**config.mk**
```make
export PLATFORM = sky130hd
export DESIGN_NAME = edge_event_fifo
export DESIGN_NICKNAME = d
export VERILOG_FILES = /design/src/rtl/edge_event_fifo.sv
export SDC_FILE = /design/constraint.sdc
export NUM_CORES = 1
export LEC_CHECK = 0
export ABC_AREA = 1
export CAP_MARGIN = 10
export CORE_ASPECT_RATIO = 0.8
export CORE_MARGIN = 4
export CORE_UTILIZATION = 25
export CTS_CLUSTER_SIZE = 30
export DETAILED_ROUTE_END_ITERATION = 10
export GPL_TIMING_DRIVEN = 0
export PLACE_DENSITY_LB_ADDON = 0.25
export SKIP_LAST_GASP = 1
export SLEW_MARGIN = 40
export SYNTH_ARGS = -nofsm -noshare
export SYNTH_HDL_FRONTEND = slang
export SYNTH_SLANG_ARGS = --single-unit
```
**constraint.sdc**
```tcl
create_clock -name clk -period 2.1 [get_ports clk]
set_clock_uncertainty 0.05 [all_clocks]
set_input_delay 0.42 -clock clk [delete_from_list [all_inputs] [get_ports clk]]
set_output_delay 0.42 -clock clk [all_outputs]
set_load 0.1 [all_outputs]
```
**src/rtl/edge_event_fifo.sv**
```systemverilog
// Resynchronises a bank of flop lanes, detects per-lane level changes and queues one event per
// change cycle in a show-ahead FIFO. Define EDGE_EVENT_TS_EN to timestamp each entry.
module edge_event_fifo #(
    parameter int unsigned W     = 4,
    parameter int unsigned DEPTH = 4,
    parameter int unsigned TSW   = 8
) (
    input  logic                         clk,
    input  logic                         clr,
    input  logic [W-1:0]                 d,
    input  logic                         en,
    input  logic                         ovf_clr,
    input  logic                         out_ready,
    output logic                         out_valid,
    output logic [W-1:0]                 out_mask,
    output logic [W-1:0]                 out_level,
`ifdef EDGE_EVENT_TS_EN
    output logic [TSW-1:0]               out_ts,
`endif
    output logic [$clog2(DEPTH+1)-1:0]   count,
    output logic                         overflow
);

    localparam int unsigned AW = $clog2(DEPTH);
    localparam int unsigned CW = $clog2(DEPTH + 1);

    logic [W-1:0]  s1_q, s2_q, prev_q;
    logic [AW-1:0] wr_ptr_q, rd_ptr_q;
    logic [CW-1:0] count_q, count_d;
    logic          overflow_q, overflow_d;

    logic [W-1:0]  chg;
    logic          evt, full, push, pop, drop;

    logic [W-1:0]  mask_mem  [DEPTH];
    logic [W-1:0]  level_mem [DEPTH];

`ifdef EDGE_EVENT_TS_EN
    logic [TSW-1:0] ts_q;
    logic [TSW-1:0] ts_mem [DEPTH];
`else
    logic [TSW-1:0] unused_ts;
    assign unused_ts = '0;
`endif

    assign out_valid = (count_q != '0);

    always_comb begin
        chg  = (s2_q ^ prev_q) & {W{en}};
        evt  = |chg;
        full = (count_q == CW'(DEPTH));
        pop  = out_valid & out_ready;
        // A simultaneous pop frees the slot, so a full FIFO still accepts the push.
        push = evt & (~full | pop);
        drop = evt & full & ~pop;
    end

    always_comb begin
        count_d = count_q;
        case ({push, pop})
            2'b10:   count_d = count_q + CW'(1);
            2'b01:   count_d = count_q - CW'(1);
            default: count_d = count_q;
        endcase
    end

    always_comb begin
        overflow_d = overflow_q;
        if (drop) begin
            overflow_d = 1'b1;
        end else if (ovf_clr) begin
            overflow_d = 1'b0;
        end
    end

    always_ff @(posedge clk or posedge clr) begin
        if (clr) begin
            s1_q       <= '0;
            s2_q       <= '0;
            prev_q     <= '0;
            wr_ptr_q   <= '0;
            rd_ptr_q   <= '0;
            count_q    <= '0;
            overflow_q <= 1'b0;
`ifdef EDGE_EVENT_TS_EN
            ts_q       <= '0;
`endif
        end else begin
            s1_q <= d;
            s2_q <= s1_q;
            // prev tracks s2 even when the push is dropped, so a lost change is not re-reported.
            if (en) begin
                prev_q <= s2_q;
            end
            if (push) begin
                wr_ptr_q <= wr_ptr_q + AW'(1);
            end
            if (pop) begin
                rd_ptr_q <= rd_ptr_q + AW'(1);
            end
            count_q    <= count_d;
            overflow_q <= overflow_d;
`ifdef EDGE_EVENT_TS_EN
            ts_q       <= ts_q + TSW'(1);
`endif
        end
    end

    always_ff @(posedge clk) begin
        if (push) begin
            mask_mem[wr_ptr_q]  <= chg;
            level_mem[wr_ptr_q] <= s2_q;
`ifdef EDGE_EVENT_TS_EN
            ts_mem[wr_ptr_q]    <= ts_q;
`endif
        end
    end

    assign out_mask  = out_valid ? mask_mem[rd_ptr_q]  : '0;
    assign out_level = out_valid ? level_mem[rd_ptr_q] : '0;
`ifdef EDGE_EVENT_TS_EN
    assign out_ts    = out_valid ? ts_mem[rd_ptr_q]    : '0;
`endif
    assign count     = count_q;
    assign overflow  = overflow_q;

endmodule

```
==> reports/metrics.csv, run 1 <==
metric;value;unit
slowest cell on the critical path;dfrtp_1;
crit end category;output pin;
Worst-Skew Late Latency;0.30;ns
Cell variety after synth;22;
register area share after synthesis;67.4;%
register bit total from synthesis;52;
antenna violations before repair;0;
Clock Root Buffer;clkbuf_8;
Setup Crit Path Kind;reg -> out;
Reg area;1480;sq um
Hold Violations, Final;0;
DR iter-0 viols;37;
critical-path cell list;buf_6, clkbuf_16, nor2_4, nor2_2, o21ai_2, a21oi_4, buf_12;
delay-heaviest family, CP;buffers and inverters;
commonest non-fill, non-tap cell in the layout;edfxtp_1;
Arr. time, crit path;1.59;ns
first-pass GRT wire length;6.98;mm
WHS;0.305;ns
GRT overflow;0;
Final WS setup;0.0422;ns
largest net degree at the start of global routing;21;
Final Cycle Share;98.0;%
Nets;238;
commonest non-fill, non-tap cells in the layout;edfxtp_1 (32), nor2_1 (25), nor2_2 (18), dfrtp_1 (15), nand2_1 (14);
TritonRoute pass-1 iters;4;
Worst-Margin Slew;0.541;ns
Initial Utilization;25.7;%
gr usage total;8.70;%
Post-DP HPWL;2.79;mm
# fillers;833;
Max clock buf depth;2;
Synth Area per Inst;11.6;sq um
DP Worst Slack;-0.319;ns
Max-Cap Viols;0;
number of port buffers;20;
Buf/Inv on CP;3;
die height;91.3;microns
Area Overhead vs Synth;43.4;%
final setup violation count;0;
Mapped Area;2170;sq um
# hold bufs at CTS;0;
antenna-violating nets left;0;
routed wire length;4.30;mm
Num CTS Buffers;5;
WL/cell;12.8;microns
fraction of layout cells with a size suffix above 1;45.3;%
die span in x;112;microns
Ant. Diodes;0;
# IOs;22;
Worst Path Required;1.63;ns
DR vias;1351;
CTS tree;yes;
Synth Instances;187;
Synthesis Warnings;0;
Placeable Area;8450;sq um
max-slew violations;0;
fmax;0.486;GHz
CP max FO;8;
fin crit period;2.06;ns
vias in the first global route;1350;
# DRC;0;
clock transition at the registers of the reported paths;0.09;ns
Hold Path Class;reg -> reg;
H-tree levels;2;
outcome;complete, no violations;
clock sinks;52;
syn nets;201;
via density per instance;4.01;
full die area;10200;sq um
cell row count;30;
startpoint types;flop;
RSZ-0062 raised after global routing;true;
max incr delay on CP;0.35;ns
gpl congestion;0.729;
area of the multi-input gates;843;sq um
slew margin rel.;63.9;%
kinds of logic after synthesis:
kind of cell,after synthesis,synth area share [%]
simple gates,75,15.6
flops,52,67.4
compound gates,27,6.29
buf+inv,21,4.16
fa+ha+maj,5,3.23
mux,4,2.08
xor+xnor,3,1.21
flip-flops by register name, summed over array words and instances (netlist names):
signal     cells
wr_ptr_q       2
count          3
prev_q         4
s2_q           4
overflow       1
s1_q           4
mask_mem      16
rd_ptr_q       2
level_mem     16
routing by layer:
metal	track usage [%]	share of wire, %	up-vias
met5	0	0	-
met4	2.40	1.0	0
met3	1.87	4.0	5
met2	14.4	47	21
met1	11.5	48	636
li1	-	-	689
per-stage QoR:
step                      util, %  instance area (sq um)  std cells  setup TNS (ns)
after floorplan                 -                   2290        187           -2.34
after global placement       31.2                   2630        319          -16.54
after detailed placement     30.4                   2570        319          -11.47
after CTS                    34.3                   2890        329          -0.112
after global routing         36.8                   3110        337          -0.100
final                        36.8                   3110        337               0
layout make-up:
class	count	share of cell area [%]
well taps	112	4.51
inverters	16	2.42
plain buffers	5	2.38
clock inverters	1	0.966
flip-flops and latches	52	47.5
clock buffers	7	3.14
multi-input cells	114	27.1
repair buffers	30	12.0
worst paths after layout:
check	startpoint	end	slack, ns	cells past startpoint
worst min-delay path	s1_q[1]	s2_q[1]	0.30	0
worst max-delay path	rd_ptr_q[0]	out_level[0]	0.04	7
max in group asynchronous	clr	count[0]	1.29	2
worst max register to register	count[1]	count[2]	0.15	12
worst min register to register	s1_q[1]	s2_q[1]	0.30	0
min in group asynchronous	clr	s1_q[2]	0.37	2
synth_stat cells, drive strengths merged:
cell type	count	area (sq um)
nor2	50	205
edfxtp	32	961
dfrtp	20	500
nand2	20	95.1
inv	16	60.1
o21ai	16	80.1
a21oi	10	50.1
buf	4	26.3
ha	4	50.1
mux2	4	45.0
nand3	4	30.0
xor2	3	26.3
clkbuf	1	3.75
fa	1	20.0
nand3b	1	7.51
o22ai	1	6.26
what timing repair did:
| item | CTS | global route |
|---|---|---|
| setup endpoints to repair | 40 | 42 |
| pin swaps | 1 | 17 |
| gates cloned | 0 | 1 |
| resized for setup | 55 | 45 |
| setup buffers | 2 | 7 |
Power of run 1 is left out: the tool's default activity adds up to more than one toggle a clock period on the data nets, which glitch-free logic cannot reach.
==> run 2: changes to the inputs <==
- ABC_AREA: 1 -> not set
==> reports/metrics.csv, run 2 <==
metric;value;unit;change
first-pass GRT wire length;6.64;mm;-4.8%
Initial Utilization;25.7;%;+0.078 points
WL/cell;14.7;microns;+15%
antenna-violating nets left;0;;unchanged
# hold bufs at CTS;0;;unchanged
gr usage total;8.44;%;-0.26 points
Worst-Margin Slew;0.515;ns;-0.0261 ns
Area Overhead vs Synth;33.7;%;
Worst-Skew Late Latency;0.30;ns;about the same
Clock Root Buffer;clkbuf_8;;
# DRC;0;;unchanged
RSZ-0062 raised after global routing;true;;
Inst Count DP;258;;-19%
routed wire length;4.03;mm;-6.3%
clock transition at the registers of the reported paths;0.10;ns;about the same
failing checks;setup timing;;
number of port buffers;21;;+5.0%
# IOs;22;;unchanged
biggest regs;level_mem x16, mask_mem x16;;
commonest non-fill, non-tap cell in the layout;edfxtp_1;;
clock sinks;52;;unchanged
Synthesis Warnings;0;;unchanged
CP max FO;5;;-3
outcome;finished, violations left;;
die span in x;112;microns;+0.35%
count leader, synth;edfxtp_1;;
fmax;0.464;GHz;-4.6%
DR vias;1146;;-15%
fraction of layout cells with a size suffix above 1;51.2;%;+5.9 points
post-synth top area cell;edfxtp_1;;
H-tree levels;2;;unchanged
antenna violations before repair;0;;unchanged
Nets;175;;-26%
max-slew violations;0;;unchanged
most instantiated cells after synthesis;edfxtp_1 (32), dfrtp_1 (20), mux4_2 (8), nor2b_1 (8), xor2_1 (6);;
Hold Violations, Final;0;;unchanged
predominant post-synthesis flop cell;edfxtp_1;;
cell row count;30;;unchanged
Ant. Diodes;0;;unchanged
reg-to-reg setup timing slack;0.05;ns;-0.10 ns
Synth Area per Inst;17.5;sq um;+51%
Post-synth EDFFs;32;;unchanged
final setup violation count;8;;+8
crit end category;output pin;;
full die area;10300;sq um;+0.69%
TritonRoute pass-1 iters;4;;unchanged
Max clock buf depth;2;;unchanged
post-synth top area share;44.0;%;-0.33 points
Synth area leaders;edfxtp_1 (44%), dfrtp_1 (23%), mux4_2 (8.3%), xor2_1 (2.4%), ha_1 (2.3%);;
non-filler cells, final;274;;-19%
fin crit period;2.16;ns;+0.0992 ns
register area share after synthesis;66.9;%;-0.50 points
gpl congestion;0.651;;-11%
largest net degree at the start of global routing;21;;unchanged
ys async rst share;38.5;%;unchanged
Arr. time, crit path;1.69;ns;+0.10 ns
Post-DP HPWL;2.63;mm;-5.7%
syn nets;139;;-31%
Num CTS Buffers;5;;unchanged
Final WS setup;-0.0570;ns;-0.0992 ns
Placeable Area;8480;sq um;+0.44%
Setup Crit Path Kind;reg -> out;;
Hold Path Class;reg -> reg;;
startpoint types;flop;;
Final Cycle Share;103;%;+4.7 points
via density per instance;4.18;;+4.3%
die height;91.6;microns;+0.34%
vias in the first global route;1270;;-5.9%
Synth Instances;125;;-33%
CTS tree;yes;;
Mapped Area;2180;sq um;+0.75%
GRT overflow;0;;unchanged
commonest non-fill, non-tap cells in the layout;edfxtp_1 (32), dfrtp_1 (11), buf_12 (9), buf_4 (9);;
register bit total from synthesis;52;;unchanged
Cell variety after synth;35;;+59%
DR iter-0 viols;35;;-5.4%
Max-Cap Viols;0;;unchanged
slew margin rel.;65.4;%;+1.5 points
Worst Path Required;1.63;ns;about the same
[run 2: cell count changes after synthesis, moves of 8 or more]
cell and change:
a21oi_1 -10, inv_1 -9, mux4_2 +8, nand2_1 -14
nor2_1 -41, nor2b_1 +8, o21ai_0 -16
[run 2: critical path, cell delays in order, from the launching register on]
cell and delay [ns]:
dfrtp_2 0.42, buf_8 0.14, mux4_2 0.51, nor2b_4 0.15, buf_12 0.16
[run 2: final timing paths]
check	start	endpoint	cells after the start
max in group asynchronous	clr	count[2]	2
max reg2reg	s2_q[0]	count[1]	5
max	rd_ptr_q[0]	out_level[2]	4
min in group asynchronous	clr	count[0]	2
min reg2reg	s1_q[0]	s2_q[0]	0
min	s1_q[0]	s2_q[0]	0
[run 2: through the flow]
step / hold WS, ns / utilization, % / TNS, ns / cell area (sq um) / setup slack [ns]
6_report: 0.316 / 34.4 / -0.346 / 2920 / -0.0570
4_1_cts: 0.318 / 33.5 / -0.779 / 2840 / -0.139
3_3_place_gp: 0.281 / 30.5 / -10.55 / 2590 / -0.777
5_1_grt: 0.322 / 34.4 / -0.775 / 2920 / -0.110
2_1_floorplan: 0.281 / - / -1.16 / 2240 / -0.338
3_5_place_dp: 0.296 / 29.8 / -4.76 / 2520 / -0.283
[run 2: cell families (layout without fill, tap and decap cells)]
kind of cell	after synthesis	after routing	synth area share (%)
AOI/OAI and AO/OA	6	6	3.04
buffers and inverters	10	47	2.46
adders and majority gates	5	5	3.21
and+or+nand+nor	30	30	9.11
DFF	52	52	66.9
xor gates and xnor gates	8	8	3.21
muxes	14	14	12.0
[run 2: repair_timing]
item | 4_1_cts | 5_1_grt
setup endpoints to repair | 11 | 11
setup buffers | 9 | 0
gates cloned | 1 | 0
pin swaps | 5 | 9
resized for setup | 37 | 23
[run 2: metal layers]
| metal | GRT usage, % | vias to the layer above | wire length (microns) |
|---|---|---|---|
| li1 | - | 528 | - |
| met4 | 3.00 | 0 | 50 |
| met3 | 2.27 | 4 | 122 |
| met1 | 10.7 | 596 | 1810 |
| met5 | 0 | - | 0 |
| met2 | 13.8 | 18 | 2050 |
[run 2: layout make-up]
class | instances | area, sq um
Multi-Input combinational cell | 63 | 787
Fill cell | 848 | 5560
Buffer | 3 | 30.0
Clock inverter | 2 | 13.8
Inverter | 5 | 22.5
Tap cell | 112 | 140
Timing Repair Buffer | 31 | 373
Clock buffer | 6 | 72.6
Sequential cell | 52 | 1480
Power of run 2 is left out for the same reason.
==> run 3: changes to the inputs <==
- DONT_BUFFER_PORTS: not set -> 1
==> reports/metrics.csv, run 3 (synthesis results as in run 2) <==
metric;value;unit;change
outcome;finished, violations left;;
failing checks;setup timing;;
DR vias;1064;;-7.2%
largest net degree at the start of global routing;21;;unchanged
Clock Root Buffer;clkbuf_8;;
Num CTS Buffers;5;;unchanged
full die area;10300;sq um;unchanged
WL/cell;16.0;microns;+8.5%
gpl congestion;0.648;;-0.40%
# DRC;0;;unchanged
Arr. time, crit path;1.87;ns;+0.18 ns
via density per instance;4.22;;+0.95%
Max-Cap Viols;0;;unchanged
Worst R2R Path Depth;5;;unchanged
slew margin rel.;58.9;%;-6.5 points
# IOs;22;;unchanged
Max clock buf depth;2;;unchanged
Setup Crit Path Kind;reg -> out;;
Hold Path Depth;0;;unchanged
antenna-violating nets left;0;;unchanged
Worst-Skew Late Latency;0.31;ns;about the same
Inst Count DP;238;;-7.8%
antenna violations before repair;0;;unchanged
number of port buffers;0;;-100%
biggest regs;level_mem x16, mask_mem x16;;
Final Cycle Share;111;%;+8.7 points
Initial Utilization;25.7;%;unchanged
Worst Path Required;1.63;ns;about the same
fmax;0.427;GHz;-7.8%
clock transition at the registers of the reported paths;0.08;ns;-0.02 ns
final setup violation count;11;;+3
CP max FO;7;;+2
Placeable Area;8480;sq um;unchanged
clock sinks;52;;unchanged
fraction of layout cells with a size suffix above 1;46.4;%;-4.8 points
routed wire length;4.02;mm;-0.20%
crit end category;output pin;;
startpoint types;flop;;
die span in x;112;microns;unchanged
RSZ-0062 raised after global routing;true;;
fin crit period;2.34;ns;+0.183 ns
CTS tree;yes;;
commonest non-fill, non-tap cells in the layout;edfxtp_1 (32), dfrtp_1 (13), mux4_2 (8), nor2b_4 (8), buf_4 (6);;
DR iter-0 viols;57;;+63%
Final WS setup;-0.240;ns;-0.183 ns
Worst-Margin Slew;0.616;ns;+0.101 ns
commonest non-fill, non-tap cell in the layout;edfxtp_1;;
first-pass GRT wire length;6.47;mm;-2.5%
Post-DP HPWL;2.73;mm;+3.6%
Hold Violations, Final;0;;unchanged
gr usage total;8.40;%;-0.041 points
Area Overhead vs Synth;19.7;%;
die height;91.6;microns;unchanged
H-tree levels;2;;unchanged
GRT overflow;0;;unchanged
Hold Path Class;in -> reg;;
# fillers;853;;+0.59%
cell row count;30;;unchanged
TritonRoute pass-1 iters;4;;unchanged
Ant. Diodes;0;;unchanged
Nets;153;;-13%
non-filler cells, final;252;;-8.0%
vias in the first global route;1153;;-9.2%
max-slew violations;0;;unchanged
## run 3: through the flow
stage	setup WS, ns	hold slack (ns)	area, sq um	utilization, %	setup TNS, ns
after global routing	-0.308	0.0560	2610	30.8	-2.57
final	-0.240	0.0836	2610	30.8	-1.71
after CTS	-0.244	0.0675	2570	30.3	-1.98
after global placement	-0.689	0.282	2380	28.1	-3.79
after detailed placement	-0.486	0.290	2430	28.7	-1.56
after floorplan	-0.338	0.281	2240	-	-1.16
## run 3: cell type report
type | instances | area [sq um] | share of cell area [%]
Clock buffer | 6 | 72.6 | 2.78
Timing Repair Buffer | 8 | 70.1 | 2.68
Inverter | 5 | 22.5 | 0.862
Clock inverter | 2 | 13.8 | 0.527
Sequential cell | 52 | 1480 | 56.6
Buffer | 4 | 37.5 | 1.44
Tap cell | 112 | 140 | 5.36
Multi-Input combinational cell | 63 | 778 | 29.8
## run 3: what timing repair did
item                                    CTS  global route
endpoints found under the hold margin     0            20
resized for setup                         6             6
pin swaps                                 3             6
endpoints found under the setup margin   12            30
setup buffers                             6             0
hold buffers                              0             1
## run 3: metal layers
| metal | GRT usage, % | share of wire, % | vias to the layer above |
|---|---|---|---|
| met5 | 0 | 0 | - |
| met4 | 3.90 | 1.4 | 0 |
| met3 | 2.47 | 4.3 | 7 |
| met2 | 12.8 | 48 | 22 |
| met1 | 11.0 | 46 | 548 |
| li1 | - | - | 487 |
## run 3: critical path, cell delays in order, from the launching register on
cell and delay [ns]:
dfrtp_4 0.66, nor3_4 0.29, buf_8 0.18, clkinvlp_4 0.43
## run 3: worst paths after layout
path | from | to | slack [ns]
worst min-delay path | d[2] | s1_q[2] | 0.08
min in group asynchronous | clr | count[0] | 0.51
worst max-delay path | count[2] | out_valid | -0.24
max in group asynchronous | clr | count[2] | 1.14
worst max register to register | count[2] | rd_ptr_q[1] | -0.12
worst min register to register | s1_q[2] | s2_q[2] | 0.31
Power of run 3 is left out for the same reason.
